`src/rtl/gba_sound_fifo_if.sv`:
```
// Purpose : bundle of the CPU-write / direct_sound-pop signals and FIFO status
//           for one direct-sound channel FIFO.
// Ports   : master = MMIO writer plus direct_sound consumer; slave = the FIFO.
interface gba_sound_fifo_if #(
    parameter int SIZE_W = 3
);
    logic              wr_en;      // one-cycle MMIO write strobe
    logic              wr_half;    // 1 = 16-bit access
    logic              wr_hi;      // 16-bit access: 1 = upper halfword
    logic [31:0]       wr_data;
    logic              FIFO_re;    // pop strobe
    logic              FIFO_clr;   // flush strobe
    logic [SIZE_W-1:0] FIFO_size;  // saturated word count
    logic [31:0]       FIFO_val;   // head word, 0 when empty
    logic              full;
    logic              empty;
    logic              overflow;   // sticky dropped-push flag

    modport master (
        output wr_en, wr_half, wr_hi, wr_data, FIFO_re, FIFO_clr,
        input  FIFO_size, FIFO_val, full, empty, overflow
    );

    modport slave (
        input  wr_en, wr_half, wr_hi, wr_data, FIFO_re, FIFO_clr,
        output FIFO_size, FIFO_val, full, empty, overflow
    );
endinterface

```
`src/rtl/gba_sound_fifo.sv`:
```
// Purpose : direct-sound sample FIFO for one channel; 32-bit and paired
//           16-bit MMIO writes push words, direct_sound pops or flushes.
// Latency : a push is visible on FIFO_val the cycle after its write edge;
//           the head word is presented combinationally from registered state.
// Backpr. : none upstream; a push while full (without a same-cycle pop) is
//           dropped and raises the sticky overflow flag.
// Ports   : clock, reset (async, active-high), bus (slave side of
//           gba_sound_fifo_if: write strobes/data, pop/flush, status).
module gba_sound_fifo #(
    parameter int DEPTH  = 8,
    parameter int SIZE_W = 3
) (
    input  logic                   clock,
    input  logic                   reset,
    gba_sound_fifo_if.slave        bus
);
    localparam int            AW       = $clog2(DEPTH);
    localparam logic [AW:0]   FULL_CNT = (AW+1)'(DEPTH);
    localparam int            SIZE_MAX = (1 << SIZE_W) - 1;

    logic [31:0]       mem [DEPTH];
    logic [AW-1:0]     rd_ptr;
    logic [AW-1:0]     wr_ptr;
    logic [AW:0]       count;
    logic [15:0]       stage;
    logic              stage_valid;
    logic              overflow_q;

    logic              is_full;
    logic              is_empty;
    logic              push_req;
    logic              pop;
    logic              push_ok;
    logic [31:0]       push_word;
    logic [SIZE_W-1:0] size_sat;

    assign is_full  = (count == FULL_CNT);
    assign is_empty = (count == '0);

    // A low-halfword write only stages; 32-bit and high-halfword writes push.
    assign push_req = bus.wr_en & (~bus.wr_half | bus.wr_hi);
    assign pop      = bus.FIFO_re & ~is_empty;
    // A same-cycle pop frees the slot a full FIFO would otherwise refuse.
    assign push_ok  = push_req & (~is_full | pop);

    // A high write with nothing staged pairs with a zero low half.
    assign push_word = bus.wr_half
                     ? {bus.wr_data[31:16], (stage_valid ? stage : 16'h0000)}
                     : bus.wr_data;

    always_ff @(posedge clock or posedge reset) begin
        if (reset) begin
            rd_ptr      <= '0;
            wr_ptr      <= '0;
            count       <= '0;
            stage       <= '0;
            stage_valid <= 1'b0;
            overflow_q  <= 1'b0;
        end else if (bus.FIFO_clr) begin
            // Flush wins over any same-cycle push, pop or staging write.
            rd_ptr      <= '0;
            wr_ptr      <= '0;
            count       <= '0;
            stage       <= '0;
            stage_valid <= 1'b0;
            overflow_q  <= 1'b0;
        end else begin
            if (pop) begin
                rd_ptr <= rd_ptr + 1'b1;
            end
            if (push_ok) begin
                wr_ptr <= wr_ptr + 1'b1;
            end
            unique case ({push_ok, pop})
                2'b10:   count <= count + 1'b1;
                2'b01:   count <= count - 1'b1;
                default: count <= count;
            endcase
            if (push_req && !push_ok) begin
                overflow_q <= 1'b1;
            end
            if (bus.wr_en) begin
                if (bus.wr_half && !bus.wr_hi) begin
                    stage       <= bus.wr_data[15:0];
                    stage_valid <= 1'b1;
                end else begin
                    stage_valid <= 1'b0;
                end
            end
        end
    end

    // Storage has no reset; only slots between rd_ptr and wr_ptr are ever read.
    always_ff @(posedge clock) begin
        if (push_ok && !bus.FIFO_clr) begin
            mem[wr_ptr] <= push_word;
        end
    end

    always_comb begin
        size_sat = SIZE_W'(count);
        if (int'(count) > SIZE_MAX) begin
            size_sat = '1;
        end
    end

    assign bus.FIFO_size = size_sat;
    assign bus.FIFO_val  = is_empty ? 32'h0 : mem[rd_ptr];
    assign bus.full      = is_full;
    assign bus.empty     = is_empty;
    assign bus.overflow  = overflow_q;
endmodule

```
`src/flat_wrapper.sv`:
```
// flat-port wrapper written by rule: the top's interface ports become plain ports
module gba_sound_fifo_flat 
#(
    parameter int DEPTH  = 8,
    parameter int SIZE_W = 3
)
  (clock, reset, bus_wr_en, bus_wr_half, bus_wr_hi, bus_wr_data, bus_FIFO_re, bus_FIFO_clr, bus_FIFO_size, bus_FIFO_val, bus_full, bus_empty, bus_overflow);
  gba_sound_fifo_if #(.SIZE_W(SIZE_W)) bus_i ();
  input  logic clock;
  input  logic reset;
  input wire logic [$bits(bus_i.wr_en)-1:0] bus_wr_en;
  input wire logic [$bits(bus_i.wr_half)-1:0] bus_wr_half;
  input wire logic [$bits(bus_i.wr_hi)-1:0] bus_wr_hi;
  input wire logic [$bits(bus_i.wr_data)-1:0] bus_wr_data;
  input wire logic [$bits(bus_i.FIFO_re)-1:0] bus_FIFO_re;
  input wire logic [$bits(bus_i.FIFO_clr)-1:0] bus_FIFO_clr;
  output wire logic [$bits(bus_i.FIFO_size)-1:0] bus_FIFO_size;
  output wire logic [$bits(bus_i.FIFO_val)-1:0] bus_FIFO_val;
  output wire logic [$bits(bus_i.full)-1:0] bus_full;
  output wire logic [$bits(bus_i.empty)-1:0] bus_empty;
  output wire logic [$bits(bus_i.overflow)-1:0] bus_overflow;
  assign bus_i.wr_en = bus_wr_en;
  assign bus_i.wr_half = bus_wr_half;
  assign bus_i.wr_hi = bus_wr_hi;
  assign bus_i.wr_data = bus_wr_data;
  assign bus_i.FIFO_re = bus_FIFO_re;
  assign bus_i.FIFO_clr = bus_FIFO_clr;
  assign bus_FIFO_size = bus_i.FIFO_size;
  assign bus_FIFO_val = bus_i.FIFO_val;
  assign bus_full = bus_i.full;
  assign bus_empty = bus_i.empty;
  assign bus_overflow = bus_i.overflow;
  gba_sound_fifo #(.DEPTH(DEPTH), .SIZE_W(SIZE_W)) u_core (.clock(clock), .reset(reset), .bus(bus_i));
endmodule
```
`config.mk`:
```
export PLATFORM = sky130hd
export DESIGN_NAME = gba_sound_fifo_flat
export DESIGN_NICKNAME = d
export VERILOG_FILES = /design/src/rtl/gba_sound_fifo_if.sv /design/src/rtl/gba_sound_fifo.sv /design/src/flat_wrapper.sv
export SDC_FILE = /design/constraint.sdc
export NUM_CORES = 1
export LEC_CHECK = 0
export BUFFER_PORTS_ARGS = -buffer_cell sky130_fd_sc_hd__buf_2
export CAP_MARGIN = 20
export CORE_MARGIN = 8
export CORE_UTILIZATION = 55
export CTS_CLUSTER_DIAMETER = 120
export DETAILED_ROUTE_END_ITERATION = 10
export GPL_ROUTABILITY_DRIVEN = 1
export PLACE_DENSITY = 0.72
export REMOVE_ABC_BUFFERS = 1
export SLEW_MARGIN = 20
export SYNTH_ARGS = -nofsm -noshare
export SYNTH_HDL_FRONTEND = slang
export SYNTH_SLANG_ARGS = --single-unit
```
`constraint.sdc`:
```
create_clock -name clock -period 6.45 [get_ports clock]
set_input_delay 1.935 -clock clock [delete_from_list [all_inputs] [get_ports clock]]
set_output_delay 1.935 -clock clock [all_outputs]
set_load 0.02 [all_outputs]
```
== Yosys cells after proc, flatten, opt, wreduce, memory -nomap -nowiden ==
Memories as Yosys holds them, arrays and structs flattened.
Cells that the tools add are included.

* Magnitude comparators: 1
* Add/subtract/negate cells: 4
* Mux-type cells: 20
* Eq/ne operators: 3
* Reductions and logical operators: 14
* Bitwise logic cells: 8

{| class="wikitable"
|+ Operator list
! kind !! count
|-
| two-way mux 16 bit || 5
|-
| two-way mux 32 bit || 1
|-
| two-way mux 3 bit || 5
|-
| nonzero test 2 bit || 5
|-
| one-hot mux 4 bit (2 select lines) || 1
|-
| two-way mux 1 bit || 7
|-
| adder 3 x 1 -> 3 bit, second input constant || 2
|-
| adder 4 x 1 -> 4 bit, second input constant || 1
|-
| equality test 4 bit, second input constant || 1
|-
| > comparator 4 x 3 -> 1 bit, second input constant || 1
|-
| zero test 4 bit || 1
|-
| two-way mux 4 bit || 1
|-
| subtractor 4 x 1 -> 4 bit, second input constant || 1
|-
| bitwise AND 1 bit || 3
|-
| logical AND 1 bit || 3
|-
| zero test 1 bit || 3
|-
| inverter 1 bit || 3
|-
| nonzero test 3 bit || 1
|-
| equality test 2 x 1 -> 1 bit, second input constant || 1
|-
| equality test 2 bit, second input constant || 1
|-
| bitwise OR 1 bit || 2
|-
| AND reduction 2 bit || 1
|}

* Input port bits: 39
* Register bits: 28
* Logic and storage cells: 57
* RAM bits: 256
* Memories kept: 1

{| class="wikitable"
|+ Memory list
! name !! words !! bits a word !! read ports !! clocked after memory_dff !! write ports !! RTL line !! RTL
|-
| u_core.mem || 8 || 32 || 1 || 0 || 1 || gba_sound_fifo.sv:21 || <nowiki>logic [31:0] mem [DEPTH];</nowiki>
|}

== Logic depth before layout (Yosys ltp) ==
Gate-level depths: netlist (run 1).

* Depth in word-level cells: 9
* Mapped depth: 8
* Gate-level depth less buffers: 7

== Worst setup path before layout (run 1) ==
Ideal clock, no wire load.

* Path type: input -> register
* From: input bus_wr_half
* To: memory u_core.mem[0][0], enable pin
* Buffers on the path: 1
* Arrival: 5.618 ns
* Stages on the path: 5
* Data required time: 5.948 ns
* Setup slack: 0.331 ns
* Path through: clkbuf_1 -> nand2b_1 -> o211a_1 -> nand2b_1 -> nor4_1

* Word-level cells in the longest chain between the ends: 7

{| class="wikitable"
|+ Ends and longest elaborated chain
! what !! RTL line !! RTL
|-
| start, declared || flat_wrapper.sv:12 || <nowiki>input wire logic [$bits(bus_i.wr_half)-1:0] bus_wr_half;</nowiki>
|-
| inverter 1 bit || gba_sound_fifo.sv:41 || <nowiki>assign push_req = bus.wr_en & (~bus.wr_half | bus.wr_hi);</nowiki>
|-
| bitwise OR 1 bit || gba_sound_fifo.sv:41 ||
|-
| bitwise AND 1 bit || gba_sound_fifo.sv:41 ||
|-
| bitwise AND 1 bit || gba_sound_fifo.sv:44 || <nowiki>assign push_ok = push_req & (~is_full | pop);</nowiki>
|-
| logical AND 1 bit || gba_sound_fifo.sv:95 || <nowiki>if (push_ok && !bus.FIFO_clr) begin</nowiki>
|-
| two-way mux 1 bit || gba_sound_fifo.sv:95 ||
|-
| two-way mux 1 bit (implied by the code) || gba_sound_fifo.sv:96 || <nowiki>mem[wr_ptr] <= push_word;</nowiki>
|-
| end, declared || gba_sound_fifo.sv:21 ||
|}

No other way between the ends.

== Worst setup path in the final report (run 1) ==
* From: register u_core.rd_ptr[0]
* To: output bus_FIFO_val[31]

* Word-level cells in the longest chain between the ends: 2

{| class="wikitable"
|+ Ends and longest elaborated chain
! what !! RTL line !! RTL
|-
| start, declared || gba_sound_fifo.sv:22 || <nowiki>logic [AW-1:0] rd_ptr;</nowiki>
|-
| start signal, assigned || gba_sound_fifo.sv:69 || <nowiki>rd_ptr <= rd_ptr + 1'b1;</nowiki>
|-
| memory read (8 x 32 bit) || n/a ||
|-
| two-way mux 32 bit || gba_sound_fifo.sv:108 || <nowiki>assign bus.FIFO_val = is_empty ? 32'h0 : mem[rd_ptr];</nowiki>
|-
| end, declared || flat_wrapper.sv:18 || <nowiki>output wire logic [$bits(bus_i.FIFO_val)-1:0] bus_FIFO_val;</nowiki>
|}

No other way between the ends.

==> results.cfg, run 1 <==
[synthesis]
ys_ff_latch = 284
yosys_warnings = 0
synthCells = 584
yosysSeqAreaShare_pct = 74.62
synth_area_um2 = 11240
syn_area_per_cell_um2 = 19.25
yosys.cell_types.count = 38

[floorplanning]
die-area_um2 = 25270
die_w_um = 159.0
die_h_um = 159.0
ios = 77
initial_core_util_pct = 55.73
placementRows = 52
core_um2 = 20170

[clock_network]
postCtsSetupBuffers = 0
htree_levels = 1
clock_sinks = 284
clkTransAtPathRegs_ns = 0.06
cts_hold_buf = 0
numCtsBuffers = 27
cts_tree = built
cts_max_path_buffers = 3
root_buffer = clkbuf_16
clock_latency_ns = 0.52
cts-resized-gates = 0

[global_route]
antenna_found_initial = 0
first_global_vias = 6102
grt_max_degree = 46
grt_pass1_wl_um = 34560
grt.total_usage_pct = 17.67
globalRoute.totalOverflow = 0

[drt]
drtIter0Drc = 389
drc_errors = 0
drtPass1Iterations = 5
routed_via_density = 5.890
antenna_left = 0
wirelength_um = 22410
vias = 5643
avgRoutedWirePerCell_um = 23.39

[sta]
fmax_ghz = 0.2081
rsz0062_at_grt = no
finalHoldViolCount = 0
finalMaxSlewViolations = 0
fin_tns_setup_ns = 0
fin_skew_ns = 0.006502
setup_viol = 0
worst_pin_slew_ns = 0.9948
fin_crit_ns = 4.805
setup_slack_ns = 1.645
slew_headroom_pct = 32.98
fin_crit_sh_pct = 74.50

[worst_setup_path]
cp_data_required_time_ns = 4.51
critPathMaxFanout = 38
crit_path_start_kind = flop
end_kind = primary output
worstPathArrival_ns = 2.87
path_class = flop to primary output

[pwr]
leakage_nw = 4.309
peakVddDrop_v = 0.0003350
power_density_nw_per_um2 = 353.7
total_power_mw = 4.525

[layout]
layout-drive-gt1-share_pct = 30.23
area_growth_pct = 13.81
fillCellCount = 1443
fin_nets = 715
seq_area_um2 = 8397
fin_area_um2 = 12790
multi_input_area_um2 = 2715
diodes = 0

[flow_run]
max-cap-violations = 0

[place]
portBuffers = 76
hpwl_um = 13030
place_congestion = 0.7417
place_ws_ns = 1.820
placed_area_um2 = 12010

[worst_hold_path]
hold_class = flop to flop

[run_status]
status = completed
## layout make-up
| class | instances | share of cell area [%] |
|---|---|---|
| Clock buffer | 35 | 5.516 |
| Clock inverter | 11 | 0.6064 |
| Inverter | 20 | 0.5868 |
| Multi-Input combinational cell | 248 | 21.22 |
| Sequential cell | 284 | 65.63 |
| Tap cell | 270 | 2.641 |
| Timing Repair Buffer | 90 | 3.795 |
## path summary, 6_finish.rpt
| check | start | endpoint | slack (ns) | cells after the start |
|---|---|---|---|---|
| max | u_core.rd_ptr[0] | bus_FIFO_val[31] | 1.64 | 5 |
| min | u_core.stage[12] | u_core.stage[12] | 0.51 | 1 |
| max in group asynchronous | reset | u_core.rd_ptr[0] | 4.48 | 2 |
| min in group asynchronous | reset | u_core.stage[9] | 1.50 | 2 |
| max reg2reg | u_core.count[0] | u_core.count[3] | 3.71 | 7 |
| min reg2reg | u_core.stage[12] | u_core.stage[12] | 0.51 | 1 |
## flip-flops by register name (all words and copies together), names as in the netlist
name                 count
u_core.stage            16
u_core.stage_valid       1
u_core.rd_ptr            3
u_core.count             4
u_core.wr_ptr            3
u_core.bus.overflow      1
u_core.mem             256
## cells in the mapped netlist
master    number  area share [%]
a211oi_1       1           0.067
a21o_2         1           0.078
a21oi_1        8            0.36
a22o_1        16             1.2
a31oi_1        1           0.056
buf_1          3            0.10
buf_2          6            0.27
clkbuf_1      23            0.77
dfrtp_1       28             6.2
edfxtp_1     256              68
fa_1           1            0.18
ha_1           4            0.45
inv_1         20            0.67
mux2_2         1            0.10
mux2i_1       33             2.9
mux4_2        64              13
nand2_1        9            0.30
nand2b_1       2            0.11
nand3_1       16            0.71
nand3b_1       1           0.067
nor2_1        47             1.6
nor2b_1        2            0.11
nor3_1         3            0.13
nor4_1         2            0.11
o2111a_2       1            0.11
o211a_1        1           0.089
o211ai_1       1           0.067
o21a_1         1           0.067
o21ai_0       19            0.85
o41a_1         1            0.10
o41ai_1        2            0.16
or2_2          3            0.17
or3_1          1           0.056
or3b_1         1           0.078
or3b_2         1           0.078
or4b_4         1            0.12
xnor2_1        2            0.16
xor2_1         1           0.078
## stage by stage
stage | util [%] | hold WS [ns] | std cells
after detailed placement | 59.53 | 0.4935 | 912
after floorplan | - | 0.4727 | 552
final | 63.43 | 0.5107 | 958
after CTS | 63.42 | 0.5085 | 958
after global placement | 59.52 | 0.4869 | 912
after global routing | 63.43 | 0.5290 | 958
## metal layers
layer / wire [um] / part of all wire, % / GRT usage [%] / up-vias
li1: - / - / - / 2507
met1: 9214 / 41 / 22.41 / 2928
met2: 11480 / 51 / 30.92 / 174
met3: 1317 / 5.9 / 3.387 / 34
met4: 395 / 1.8 / 4.417 / 0
met5: 0 / 0 / 0 / -
## worst max-delay path, cell delays in order (launching register included)
cell     delay [ns]
dfrtp_4        0.93
buf_4          0.45
mux4_2         0.55
mux2i_1        0.15
nor2_1         0.06
buf_2          0.18
## layout by cell type, fill, tap and decap left out, types with 8 or more instances in the layout
| cell type | instances |
|---|---|
| nand3_1 | 16 |
| clkbuf_1 | 8 |
| clkbuf_16 | 27 |
| mux2i_1 | 33 |
| buf_2 | 76 |
| buf_4 | 14 |
| dfrtp_1 | 25 |
| inv_1 | 19 |
| nor2_1 | 40 |
| a22o_1 | 16 |
| edfxtp_1 | 256 |
| nand2_1 | 9 |
| o21ai_0 | 19 |
| a21oi_1 | 8 |
| mux4_2 | 64 |
## logic make-up (layout without fill, tap and decap cells)
| family | count (synthesis) | after routing | synth area share [%] |
|---|---|---|---|
| mux | 98 | 98 | 15.86 |
| simple gates | 89 | 89 | 3.618 |
| compound gates | 53 | 53 | 3.239 |
| fa+ha+maj | 5 | 5 | 0.6234 |
| buf+inv | 52 | 156 | 1.803 |
| xor+xnor | 3 | 3 | 0.2338 |
| flops | 284 | 284 | 74.62 |
## power breakdown
| part | internal [mW] | total (mW) | switching [mW] |
|---|---|---|---|
| registers | 2.05 | 2.14 | 0.0907 |
| clock network | 0.804 | 1.42 | 0.615 |
| logic | 0.392 | 0.966 | 0.574 |
Power figures use the tool's default switching activity.
==> run 2, diff against run 1 <==
--- a/config.mk
+++ b/config.mk
@@ -8,11 +8,11 @@
 export BUFFER_PORTS_ARGS = -buffer_cell sky130_fd_sc_hd__buf_2
 export CAP_MARGIN = 20
 export CORE_MARGIN = 8
-export CORE_UTILIZATION = 55
+export CORE_UTILIZATION = 54
 export CTS_CLUSTER_DIAMETER = 120
 export DETAILED_ROUTE_END_ITERATION = 10
 export GPL_ROUTABILITY_DRIVEN = 1
-export PLACE_DENSITY = 0.72
+export PLACE_DENSITY = 0.73
 export REMOVE_ABC_BUFFERS = 1
 export SLEW_MARGIN = 20
 export SYNTH_ARGS = -nofsm -noshare
==> constraint.sdc (replaced) <==
create_clock -name clock -period 4 [get_ports clock]
set_input_delay 1.2 -clock clock [delete_from_list [all_inputs] [get_ports clock]]
set_output_delay 1.2 -clock clock [all_outputs]
set_load 0.02 [all_outputs]
==> results.cfg, run 2 (synthesis results as in run 1) <==
[run_status]
status = completed

[clock_network]
clock_sinks = 284
root_buffer = clkbuf_16
htree_levels = 1
clock_latency_ns = 0.53
clkTransAtPathRegs_ns = 0.06
cts_tree = built
cts_max_path_buffers = 3
postCtsSetupBuffers = 0
cts_hold_buf = 0
cts-resized-gates = 0
numCtsBuffers = 28

[layout]
layout-drive-gt1-share_pct = 32.52
largest_reg_flops = 256
fin_nets = 723
area_growth_pct = 16.00
fin_area_um2 = 13040
multi_input_area_um2 = 2719
fillCellCount = 1363
final_cell_count_no_fill = 971
top_regs = u_core.mem x256, u_core.stage x16, u_core.count x4
final_core_util_pct = 64.03
layout_commonest_cell = edfxtp_1
seq_area_um2 = 8394
diodes = 0
registers.top_by_ff_count = u_core.mem
final_cell_mix = 256 x edfxtp_1, 76 x buf_2, 64 x mux4_2

[place]
place_congestion = 0.7936
placed_area_um2 = 12120
hpwl_um = 13410
place_inst = 919
place_ws_ns = 0.5580
portBuffers = 76

[worst_setup_path]
crit_path_start_kind = flop
end_kind = primary output
path_class = flop to primary output
startpoint = u_core.rd_ptr[0]
worstPathArrival_ns = 2.47
r2r-start = u_core.count[0]
critPathMaxFanout = 28
cp_data_required_time_ns = 2.80

[floorplanning]
die-area_um2 = 25690
die_h_um = 160.3
initial_core_util_pct = 55.20
ios = 77
core_um2 = 20360
die_w_um = 160.3
placementRows = 52

[global_route]
antenna_found_initial = 0
globalRoute.totalOverflow = 0
grt_pass1_wl_um = 34810
grt.total_usage_pct = 17.33
grt_max_degree = 65
first_global_vias = 6128

[pwr]
peakVddDrop_v = 0.0004579
total_power_mw = 7.584
leakage_nw = 4.446
power_density_nw_per_um2 = 581.7

[sta]
setup_viol = 0
fin_skew_ns = 0.01208
fmax_ghz = 0.2724
finalHoldViolCount = 0
finalMaxSlewViolations = 0
slew_headroom_pct = 28.30
rsz0062_at_grt = no
fin_crit_ns = 3.670
fin_crit_sh_pct = 91.76
setup_slack_ns = 0.3295
worst_pin_slew_ns = 1.064

[drt]
vias = 5730
antenna_left = 0
routed_via_density = 5.901
drtIter0Drc = 510
drc_errors = 0
drtPass1Iterations = 5
avgRoutedWirePerCell_um = 22.86
wirelength_um = 22200

[worst_hold_path]
hold_class = flop to flop
hold_start = u_core.stage[13]

[flow_run]
max-cap-violations = 0
run 2: changes by cell type in the layout (fill, tap and decap cells not counted), moves of 2 or more:
cell        delta
clkinv_1       -3
clkbuf_1       -3
buf_12         +5
clkinv_2       +5
buf_4          +2
clkbuf_8       +6
clkinvlp_4     -2
o21ai_0        -2
o21ai_1        +2
clkbuf_16      +2
run 2: final cells by class:
| type | instances | area share, % |
|---|---|---|
| inverters | 20 | 0.5758 |
| clock buffers | 40 | 6.343 |
| flip-flops and latches | 284 | 64.38 |
| clock inverters | 12 | 0.6525 |
| repair buffers | 97 | 4.606 |
| multi-input cells | 248 | 20.85 |
| well taps | 270 | 2.591 |
run 2: routing by layer:
metal,up-vias,GRT usage [%],routed length [um],share of wire [%]
li1,2531,-,-,-
met1,2974,23.14,9362,42
met2,203,28.83,11030,50
met3,22,3.496,1530,6.9
met4,0,4.333,273,1.2
met5,-,0,0,0
run 2: critical path: stages, from the launching register on:
cell,delay [ns]
dfrtp_4,0.59
buf_12,0.28
mux4_2,0.55
mux2i_1,0.26
nor2_1,0.07
buf_2,0.18
run 2: worst paths after layout:
| check | end | slack, ns | cells after the start |
|---|---|---|---|
| setup reg to reg | u_core.count[3] | 1.34 | 7 |
| setup / recovery | bus_FIFO_val[2] | 0.33 | 5 |
| min in group asynchronous | u_core.rd_ptr[0] | 0.74 | 2 |
| hold / removal | u_core.stage[13] | 0.51 | 1 |
| max in group asynchronous | u_core.rd_ptr[0] | 2.82 | 2 |
| hold reg to reg | u_core.stage[13] | 0.51 | 1 |
run 2: power by group:
group	internal (mW)	switching (mW)	total, mW
Combinational	0.658	1.01	1.67
Clock	1.50	1.04	2.53
Sequential	3.31	0.0760	3.38
run 2: stage by stage:
stage | TNS, ns | hold slack (ns)
finish | 0 | 0.5058
global route | 0 | 0.5214
CTS | 0 | 0.5085
detailed placement | 0 | 0.4873
global placement | 0 | 0.4869
floorplan | -103.13 | 0.4727
==> run 3, diff against run 2 <==
--- a/config.mk
+++ b/config.mk
@@ -7,6 +7,7 @@
 export LEC_CHECK = 0
 export BUFFER_PORTS_ARGS = -buffer_cell sky130_fd_sc_hd__buf_2
 export CAP_MARGIN = 20
+export CORE_ASPECT_RATIO = 1.25
 export CORE_MARGIN = 8
 export CORE_UTILIZATION = 54
 export CTS_CLUSTER_DIAMETER = 120
==> results.cfg, run 3 (synthesis results as in run 1) <==
[layout]
final_cell_count_no_fill = 972
area_growth_pct = 15.40
layout-drive-gt1-share_pct = 31.23
fin_area_um2 = 12970
largest_reg_flops = 256
layout_commonest_cell = edfxtp_1
fin_nets = 721
registers.top_by_ff_count = u_core.mem
diodes = 0
final_cell_mix = 256 x edfxtp_1, 76 x buf_2, 64 x mux4_2
top_regs = u_core.mem x256, u_core.stage x16, u_core.count x4

[floorplanning]
ios = 77
placementRows = 59
die-area_um2 = 25720
core_um2 = 20600
initial_core_util_pct = 54.58
die_h_um = 177.3
die_w_um = 145.0

[drt]
antenna_left = 0
drc_errors = 0
drtIter0Drc = 437
vias = 5624
drtPass1Iterations = 5
routed_via_density = 5.786
wirelength_um = 22050
avgRoutedWirePerCell_um = 22.68

[pwr]
total_power_mw = 7.505
peakVddDrop_v = 0.0004016
leakage_nw = 4.396
power_density_nw_per_um2 = 578.5

[run_status]
status = completed

[sta]
fin_crit_ns = 3.693
slew_headroom_pct = 24.73
rsz0062_at_grt = no
worst_pin_slew_ns = 1.117
fin_skew_ns = 0.008926
setup_slack_ns = 0.3074
fmax_ghz = 0.2708
fin_crit_sh_pct = 92.32
setup_viol = 0
finalMaxSlewViolations = 0
finalHoldViolCount = 0
fin_hold_ws_ns = 0.5080

[clock_network]
cts_hold_buf = 0
cts_tree = built
root_buffer = clkbuf_16
postCtsSetupBuffers = 0
cts-resized-gates = 0
clock_latency_ns = 0.52
clkTransAtPathRegs_ns = 0.06
clock_sinks = 284
numCtsBuffers = 27
cts_max_path_buffers = 3
htree_levels = 1

[worst_setup_path]
crit_cells = 5
cpMaxStageDelayCell = dfrtp_4
cp_cell_sequence = buf_12, mux4_2, mux2i_1, nor2_1, buf_2
r2r_cells = 8
path_class = flop to primary output
cp_data_required_time_ns = 2.80
cp_slowest_stage_delay_ns = 0.65
worstPathArrival_ns = 2.49
end_kind = primary output
crit_path_start_kind = flop
path_buf_inv = 2
critPathMaxFanout = 26
crit_family = multiplexers

[place]
hpwl_um = 12750
placed_area_um2 = 12110
place_ws_ns = 0.7830
portBuffers = 76
place_congestion = 0.8362
place_inst = 922

[global_route]
grt_pass1_wl_um = 34990
globalRoute.totalOverflow = 0
top_usage_layer = met2
use_met1_pct = 23.34
grt_max_degree = 35
first_global_vias = 6000
met2_usage_pct = 30.23
grt.total_usage_pct = 17.56
antenna_found_initial = 0
use_met3_pct = 2.347

[worst_hold_path]
holdPathStages = 1
hold_class = flop to flop

[flow_run]
max-cap-violations = 0
-- run 3: stage by stage --
step / utilization (%) / setup TNS (ns)
after floorplan: - / -103.13
after global placement: 58.78 / 0
after detailed placement: 58.78 / 0
after CTS: 62.99 / 0
after global routing: 62.99 / 0
final: 62.99 / 0
-- run 3: power by group --
| part | internal (mW) | switching [mW] |
|---|---|---|
| clock network | 1.45 | 1.03 |
| registers | 3.31 | 0.0849 |
| logic | 0.655 | 0.981 |
-- run 3: path summary, 6_finish.rpt --
| path | startpoint | endpoint | slack, ns |
|---|---|---|---|
| hold / removal | u_core.stage[0] | u_core.stage[0] | 0.51 |
| max in group asynchronous | reset | u_core.rd_ptr[0] | 2.80 |
| min in group asynchronous | reset | u_core.stage[4] | 0.74 |
| setup reg to reg | u_core.count[0] | u_core.count[3] | 1.18 |
| hold reg to reg | u_core.stage[0] | u_core.stage[0] | 0.51 |
| setup / recovery | u_core.rd_ptr[0] | bus_FIFO_val[14] | 0.31 |
-- run 3: layout make-up --
type / count / area (um^2)
clock inverters: 16 / 155.1
clock buffers: 34 / 711.9
flip-flops and latches: 284 / 8394
repair buffers: 96 / 580.6
multi-input cells: 248 / 2713
fillers: 1406 / 7624
inverters: 20 / 75.07
well taps: 274 / 342.8
-- run 3: routing by layer --
metal  vias up  part of all wire, %
met3        29                  4.7
met4         0                  1.6
met2       184                   52
met1      2878                   42
met5         -                    0
li1       2533                    -
